[config.mk]
export PLATFORM = sky130hd
export DESIGN_NAME = prog_sequencer
export DESIGN_NICKNAME = d
export VERILOG_FILES = /design/src/rtl/prog_seq_pkg.sv /design/src/rtl/prog_sequencer_sat_counter.sv /design/src/rtl/prog_sequencer.sv
export SDC_FILE = /design/constraint.sdc
export NUM_CORES = 1
export LEC_CHECK = 0
export CORE_ASPECT_RATIO = 0.8
export CORE_MARGIN = 5
export CORE_UTILIZATION = 37
export DETAILED_ROUTE_END_ITERATION = 16
export PLACE_DENSITY_LB_ADDON = 0.2
export SLEW_MARGIN = 20
export SYNTH_ARGS = -nofsm -noshare
export SYNTH_HDL_FRONTEND = slang
export SYNTH_SLANG_ARGS = --single-unit
[constraint.sdc]
create_clock -name Clk -period 1.72 [get_ports Clk]
set_input_delay 0.258 -clock Clk [delete_from_list [all_inputs] [get_ports Clk]]
set_output_delay 0.258 -clock Clk [all_outputs]
set_load 0.01 [all_outputs]
[src/rtl/prog_seq_pkg.sv]
// prog_seq_pkg
//   Shared types and default parameters for the program-series run
//   controller: the FSM state type, default PC/counter widths and the
//   default table of program base addresses.
package prog_seq_pkg;

    localparam int NUM_PROGS_DEF = 3;
    localparam int PC_W_DEF      = 10;
    localparam int CNT_W_DEF     = 16;

    // Entry [i] is the base address of program i (entry 0 is rightmost).
    localparam logic [NUM_PROGS_DEF-1:0][PC_W_DEF-1:0] PROG_BASE_DEF =
        {10'd512, 10'd256, 10'd0};

    typedef enum logic [2:0] {
        SEQ_IDLE   = 3'd0,
        SEQ_ARM    = 3'd1,
        SEQ_LAUNCH = 3'd2,
        SEQ_RUN    = 3'd3,
        SEQ_DONE   = 3'd4
    } seq_state_t;

endpackage

[src/rtl/prog_sequencer_sat_counter.sv]
// sat_counter
//   Up-counter that sticks at all-ones instead of wrapping.
//   Ports:
//     clk_i    clock
//     rst_i    synchronous active-high reset (clears count)
//     clr_i    synchronous clear (clears count)
//     en_i     count enable
//     count_o  current count
//     sat_o    count has reached all-ones
module sat_counter #(
    parameter int W = 16
) (
    input  logic         clk_i,
    input  logic         rst_i,
    input  logic         clr_i,
    input  logic         en_i,
    output logic [W-1:0] count_o,
    output logic         sat_o
);

    logic [W-1:0] cnt_q;

    always_ff @(posedge clk_i) begin
        if (rst_i || clr_i) begin
            cnt_q <= '0;
        end else if (en_i && !(&cnt_q)) begin
            cnt_q <= cnt_q + 1'b1;
        end
    end

    assign count_o = cnt_q;
    // Saturation is simply "all ones", so no separate flag register is needed.
    assign sat_o   = &cnt_q;

endmodule

[src/rtl/prog_sequencer.sv]
// prog_sequencer
//   Run controller for the instruction-fetch PC. Holds fetch while the host
//   asserts Start, launches the next program with a one-cycle absolute jump
//   to its base address on Start release, then passes the core's branches
//   through until Halt, counting cycles spent running.
//   Ports:
//     Clk, Reset         clock, synchronous active-high reset
//     Start              host request (level; launch on release)
//     Halt               core done decode (used in RUN only)
//     CoreBranchEn/CoreTarget  core taken-branch request and target
//     FetchHold          fetch unit Start (hold PC)
//     BranchEnOut/TargetOut    fetch unit BranchEn/Target
//     ProgIdx            index of current/last program
//     Done               program finished, held until next Start
//     CycleCount/CountSat      run-cycle count and its saturation flag
//
//   state  | meaning
//   IDLE   | after reset, fetch held, waiting for Start
//   ARM    | Start held high, fetch held
//   LAUNCH | one-cycle jump to PROG_BASE[ProgIdx]
//   RUN    | program executing, core branches passed through
//   DONE   | Halt seen, fetch held, waiting for next Start
module prog_sequencer import prog_seq_pkg::*; #(
    parameter int NUM_PROGS = NUM_PROGS_DEF,
    parameter int PC_W      = PC_W_DEF,
    parameter int CNT_W     = CNT_W_DEF,
    parameter logic [NUM_PROGS-1:0][PC_W-1:0] PROG_BASE = PROG_BASE_DEF
) (
    input  logic                         Clk,
    input  logic                         Reset,
    input  logic                         Start,
    input  logic                         Halt,
    input  logic                         CoreBranchEn,
    input  logic [PC_W-1:0]              CoreTarget,
    output logic                         FetchHold,
    output logic                         BranchEnOut,
    output logic [PC_W-1:0]              TargetOut,
    output logic [$clog2(NUM_PROGS)-1:0] ProgIdx,
    output logic                         Done,
    output logic [CNT_W-1:0]             CycleCount,
    output logic                         CountSat
);

    localparam int IDX_W = $clog2(NUM_PROGS);

    seq_state_t       state_q, state_d;
    logic [IDX_W-1:0] idx_q, idx_d;
    logic             cnt_clr;
    logic             cnt_en;

    always_comb begin
        state_d = state_q;
        idx_d   = idx_q;
        case (state_q)
            SEQ_IDLE:   if (Start) state_d = SEQ_ARM;
            SEQ_ARM:    if (!Start) state_d = SEQ_LAUNCH;
            SEQ_LAUNCH: state_d = SEQ_RUN;
            SEQ_RUN:    if (Halt) state_d = SEQ_DONE;
            SEQ_DONE: begin
                if (Start) begin
                    state_d = SEQ_ARM;
                    idx_d   = (idx_q == IDX_W'(NUM_PROGS - 1)) ? '0 : idx_q + 1'b1;
                end
            end
            default:    state_d = SEQ_IDLE;
        endcase
    end

    always_ff @(posedge Clk) begin
        if (Reset) begin
            state_q <= SEQ_IDLE;
            idx_q   <= '0;
        end else begin
            state_q <= state_d;
            idx_q   <= idx_d;
        end
    end

    // Clear on the edge that enters LAUNCH so the count covers RUN cycles only.
    assign cnt_clr = (state_q == SEQ_ARM) && !Start;
    assign cnt_en  = (state_q == SEQ_RUN);

    sat_counter #(
        .W (CNT_W)
    ) u_cycle_cnt (
        .clk_i   (Clk),
        .rst_i   (Reset),
        .clr_i   (cnt_clr),
        .en_i    (cnt_en),
        .count_o (CycleCount),
        .sat_o   (CountSat)
    );

    // LAUNCH and RUN are exclusive states, so the sequencer jump and the core
    // branch can never collide; Halt masks a same-cycle core branch.
    always_comb begin
        BranchEnOut = 1'b0;
        TargetOut   = '0;
        case (state_q)
            SEQ_LAUNCH: begin
                BranchEnOut = 1'b1;
                TargetOut   = PROG_BASE[idx_q];
            end
            SEQ_RUN: begin
                BranchEnOut = CoreBranchEn & ~Halt;
                TargetOut   = CoreTarget;
            end
            default: ;
        endcase
    end

    assign FetchHold = (state_q == SEQ_IDLE) || (state_q == SEQ_ARM) || (state_q == SEQ_DONE);
    assign Done      = (state_q == SEQ_DONE);
    assign ProgIdx   = idx_q;

endmodule

## Word-level counts from Yosys, hierarchy flattened

Index checks and enable logic that the tools add are counted.

- Divide/modulo/power cells: 0
- Multiplexer cells: 9
- Shifts and indexed selects: 0
- Multipliers: 0
- Equal/unequal tests: 8
- $lt $le $gt $ge: 1
- Reductions and logical operators: 12
- Add/subtract/negate cells: 2
- Bitwise logic cells: 2

Operators by type and width:

| kind | number |
|---|---|
| $bmux 10 s2 | 1 |
| $pmux 10 s2 | 1 |
| $add 16x1->16 const B | 1 |
| $reduce_and 16->1 | 1 |
| $pmux 3 s4 | 1 |
| $mux 10 | 1 |
| $mux 3 | 3 |
| $eq 3x2->1 const B | 2 |
| $ne 2x2->1 const B | 2 |
| $eq 3x1->1 const B | 1 |
| $eq 3x3->1 const B | 1 |
| $logic_not 3->1 | 1 |
| $logic_or 1x1->1 | 3 |
| $lt 2x3->1 const B | 1 |
| $reduce_and 3->1 | 1 |
| $add 2x1->2 const B | 1 |
| $eq 2x2->1 const B | 1 |
| $logic_and 1x1->1 | 2 |
| $logic_not 1->1 | 2 |
| $mux 2 | 1 |
| $ne 2x1->1 const B | 1 |
| $pmux 1 s2 | 1 |
| $reduce_and 2->1 | 1 |
| $reduce_or 2->1 | 1 |
| 2 further kinds | 2 |

- Bits in registers: 21
- RAM bits: 0
- Memories kept: 0
- Bits in read-only memories: 0
- Latch bits: 0

## Depth between registers and ports, before layout

- Depth in word-level cells: 4
- Depth in mapped cells: 7
- Gate-level depth less buffers: 6

## By module

Synthesis repeated with hierarchy kept, for this count alone.

- Cell total of the unflattened synthesis: 144
- Area total of the unflattened synthesis: 1236.2 µm²

By module, submodules not included:

| module | sequential area each (µm²) | cells each | instances | area each (µm²) |
|---|---|---|---|---|
| sat_counter | 320.3 | 97 | 1 | 835.8 |
| prog_sequencer | 100.1 | 47 | 1 | 400.4 |

## Worst setup path after synthesis

Ideal clock, no wire load.

- Path kind: register -> register
- Start: reg u_cycle_cnt.cnt_q[0], in the netlist u_cycle_cnt.count_o[0]
- End: reg u_cycle_cnt.cnt_q[8], in the netlist u_cycle_cnt.count_o[8]
- Buffers on the path: 0
- Setup slack: 0.063 ns
- Clock period less this slack: 1.657 ns
- Data required time: 1.592 ns
- Data arrival time: 1.529 ns
- Stages on the path, launching flop included: 7
- Setup time: 0.128 ns
- Cells stage by stage: dfxtp_1 -> ha_1 -> nand2_1 -> nor3_1 -> and3_1 -> mux2i_1 -> nor2_1

- Longest elaborated chain between the ends: 3
- Elaborated cells on any way between the ends: 4
- Those cells by class: add/sub: 1; reduce/logical: 3

RTL lines:

| item | line | source |
|---|---|---|
| start, declared | prog_sequencer_sat_counter.sv:21 | `logic [W-1:0] cnt_q;` |
| start signal, assigned | prog_sequencer_sat_counter.sv:27 | `cnt_q <= cnt_q + 1'b1;` |
| branches (longest 3 deep; another with $add 16x1->16) | - |  |

Parallel ways; which one is timed is not known.
A chain may end at the register's enable or synchronous reset.

## Final worst setup path

- Start: reg u_cycle_cnt.cnt_q[14], in the netlist u_cycle_cnt.count_o[14]
- End: reg u_cycle_cnt.cnt_q[15], in the netlist u_cycle_cnt.count_o[15]

The elaborated chain is that of the path after synthesis.

==> results.txt <==
Status = finished, final reports clean
Drt wl/cell = 12.5 um
Fillers = 276
I/O Buffers = 46
CTS Sinks = 21
Layout area overhead = 72.3%
Share of cells above drive strength 1 = 23.5%
Cell Rows = 18
Remaining global-route overflow = 0
Clock root buffer master = clkbuf_8
Data arrival time of the critical path = 1.83 ns
Die Y = 59.7 um
Final period util = 97.8%
Synth warnings = 0
Total wire length = 3330 um
Final Hold Fails = 0
Hold Slack = 0.503 ns
Die W = 72.1 um
Flops & latches, synth = 21
Total power = 0.000926 W
First-pass GRT wire length = 5380 um
Min Tclk post-route = 1.68 ns
P_sw = 0.000209 W
Post-synthesis cell area = 1140 um2
Global-route usage over all layers = 15.6%
Drt first pass iters = 4
Worst skew pair latency = 0.26 ns
Clk network pwr share = 34.8%
IO Pins = 47
Logic pwr share = 11.9%
Total core area = 3020 um2
Hold Path Class = flop to flop
Initial Util = 37.8%
Pint = 0.000718 W
Most frequent cells in the layout = 34 x buf_4, 32 x clkdlybuf4s50_1, 21 x nor2_1
Setup violators final = 0
Setup slack, reg-to-reg = 0.04 ns
DP HPWL = 2660 um
CP top delay family = simple AND/OR/NAND/NOR gates
RePlAce Congestion = 0.798
Maximum VDD drop = 0.000439 V
Worst slew margin = 82.2%
Dpl cell area = 1890 um2
Maximum clock rate = 595 MHz
Placed cells = 259
Cells after synthesis = 144
WS Path Type = flop to flop
Post-route insts no fill = 266
Crit path launch type = flop
Post-synth top area cell = dfxtp_1
Vias per cell = 4.92
Yosys cell types = 37
CTS tree = yes
WP data required = 1.87 ns
Commonest non-fill, non-tap cell in the layout = buf_4
Syn Area/Cell = 7.92 um2
Cell breakdown of the critical path = nand4_1 -> buf_4 -> or3_4 -> o211ai_1 -> xor2_1 -> nor2_1
Net Sw Frac = 22.5%
Sequential power share = 53.3%
# diodes = 0
CTS buffer count = 3
Clock skew = 0.00237 ns
Pin count of the biggest net entering global routing = 14
Mapped Nets = 160
DR iter-0 viols = 57
Sequential share of the synthesized area = 36.8%
Post-route ant nets = 0
Number of global-route vias before repair = 1282
Max Cap Viol = 0
Clk slew on worst S/H paths = 0.08 ns
Synth area leaders = dfxtp_1 37%, nor2_1 7.2%, nand2_1 5.6%
Crit-path slowest cell = or3_4
Crit-path max cell delay = 0.42 ns
Final Slew Violations = 0
Die ar. = 4300 um2
Pwr dens = 471 nW/um2
Crit end category = flop
Routed vias = 1309
Yosys top cell area share = 36.8%
RSZ-0062 raised after global routing = true
Leak = 0.855 nW
Worst-margin pin slew = 0.267 ns
CP Max Fanout = 5
Initial antenna violation count = 0
Post-route design area = 1970 um2
Final net count = 243
Buf+Inv Stages, Crit Path = 1
H-tree Lvls = 1
Post-route DRC = 0
Clock Path Buffers = 2
Hold_buf cts = 0
## power by group through the flow
stage / logic [W] / registers (W) / clock network, W
after floorplan: 0.0000391 / 0.000505 / 0
after global placement: 0.000111 / 0.000504 / 0
after detailed placement: 0.000113 / 0.000504 / 0
after CTS: 0.000111 / 0.000494 / 0.000334
after global routing: 0.000118 / 0.000495 / 0.000353
final: 0.000110 / 0.000494 / 0.000322
## sequential cells by signal (all words and copies together), names as in the netlist
signal               cells
ProgIdx                  2
state_q                  3
u_cycle_cnt.count_o     16
## per-layer routing
layer,up-vias,GRT usage [%],share of wire [%]
met3,0,5.71,6.8
met1,601,18.3,45
met5,-,0,0
met2,36,28.0,49
li1,672,-,-
met4,0,2.41,0
## area by class of cell
cell class                      count  area (um2)  share of cell area [%]
Timing Repair Buffer               81         718                    36.5
Clock buffer                        4        45.0                    2.29
Inverter                            4        15.0                   0.764
Sequential cell                    21         424                    21.6
Tap cell                           40        50.0                    2.55
Multi-Input combinational cell    116         713                    36.3
## worst paths after layout
path                      startpoint                       to  cells past startpoint
max reg2reg  u_cycle_cnt.count_o[14]  u_cycle_cnt.count_o[15]                      6
min reg2reg               state_q[2]               state_q[1]                      1
max          u_cycle_cnt.count_o[14]  u_cycle_cnt.count_o[15]                      6
min                       state_q[2]               state_q[1]                      1
## stage by stage
step | setup slack, ns | util [%] | setup TNS, ns
after floorplan | 0.0631 | - | 0
after global placement | -0.0147 | 62.7 | -0.0147
after detailed placement | -0.0450 | 62.7 | -0.0450
after CTS | 0.00177 | 64.4 | 0
after global routing | -0.00824 | 65.1 | -0.00824
final | 0.0383 | 65.1 | 0
## cell families after synthesis
family	after synthesis	share of synthesized area [%]
buf+inv	8	2.96
mux	2	1.75
xor+xnor	9	6.91
flops	21	36.8
compound gates	25	14.1
simple gates	78	36.3
fa+ha+maj	1	1.10
## cell usage after synthesis
cell and instances:
o21ai_0 4, o211ai_1 2, nand2b_1 2, o21bai_1 1
ha_1 1, clkbuf_1 3, inv_1 4, xor2_1 6
a22oi_1 1, a21oi_1 10, nand3_2 1, a211oi_1 1
a41oi_1 1, nand3b_4 1, or2_2 1, nand2_1 17
xnor2_1 3, and3_1 2, nand3_1 5, a311oi_1 1
buf_4 1, and3b_1 1, or4_1 1, nor3_4 1
a31oi_1 2, o2111ai_1 1, and2_1 8, o2111ai_2 1
nand4b_1 1, nor4_1 1, nor2_1 22, mux2i_1 2
nand4_1 4, nor3_1 6, nor3b_1 3, dfxtp_1 21
or3_1 1
## what timing repair did
action                                  4_1_cts  5_1_grt
endpoints found under the setup margin       13        6
gates cloned                                  1        0
pin swaps                                     1        3
resized for setup                            19        6
setup buffers                                 0        2
Power figures use the tool's default switching activity.
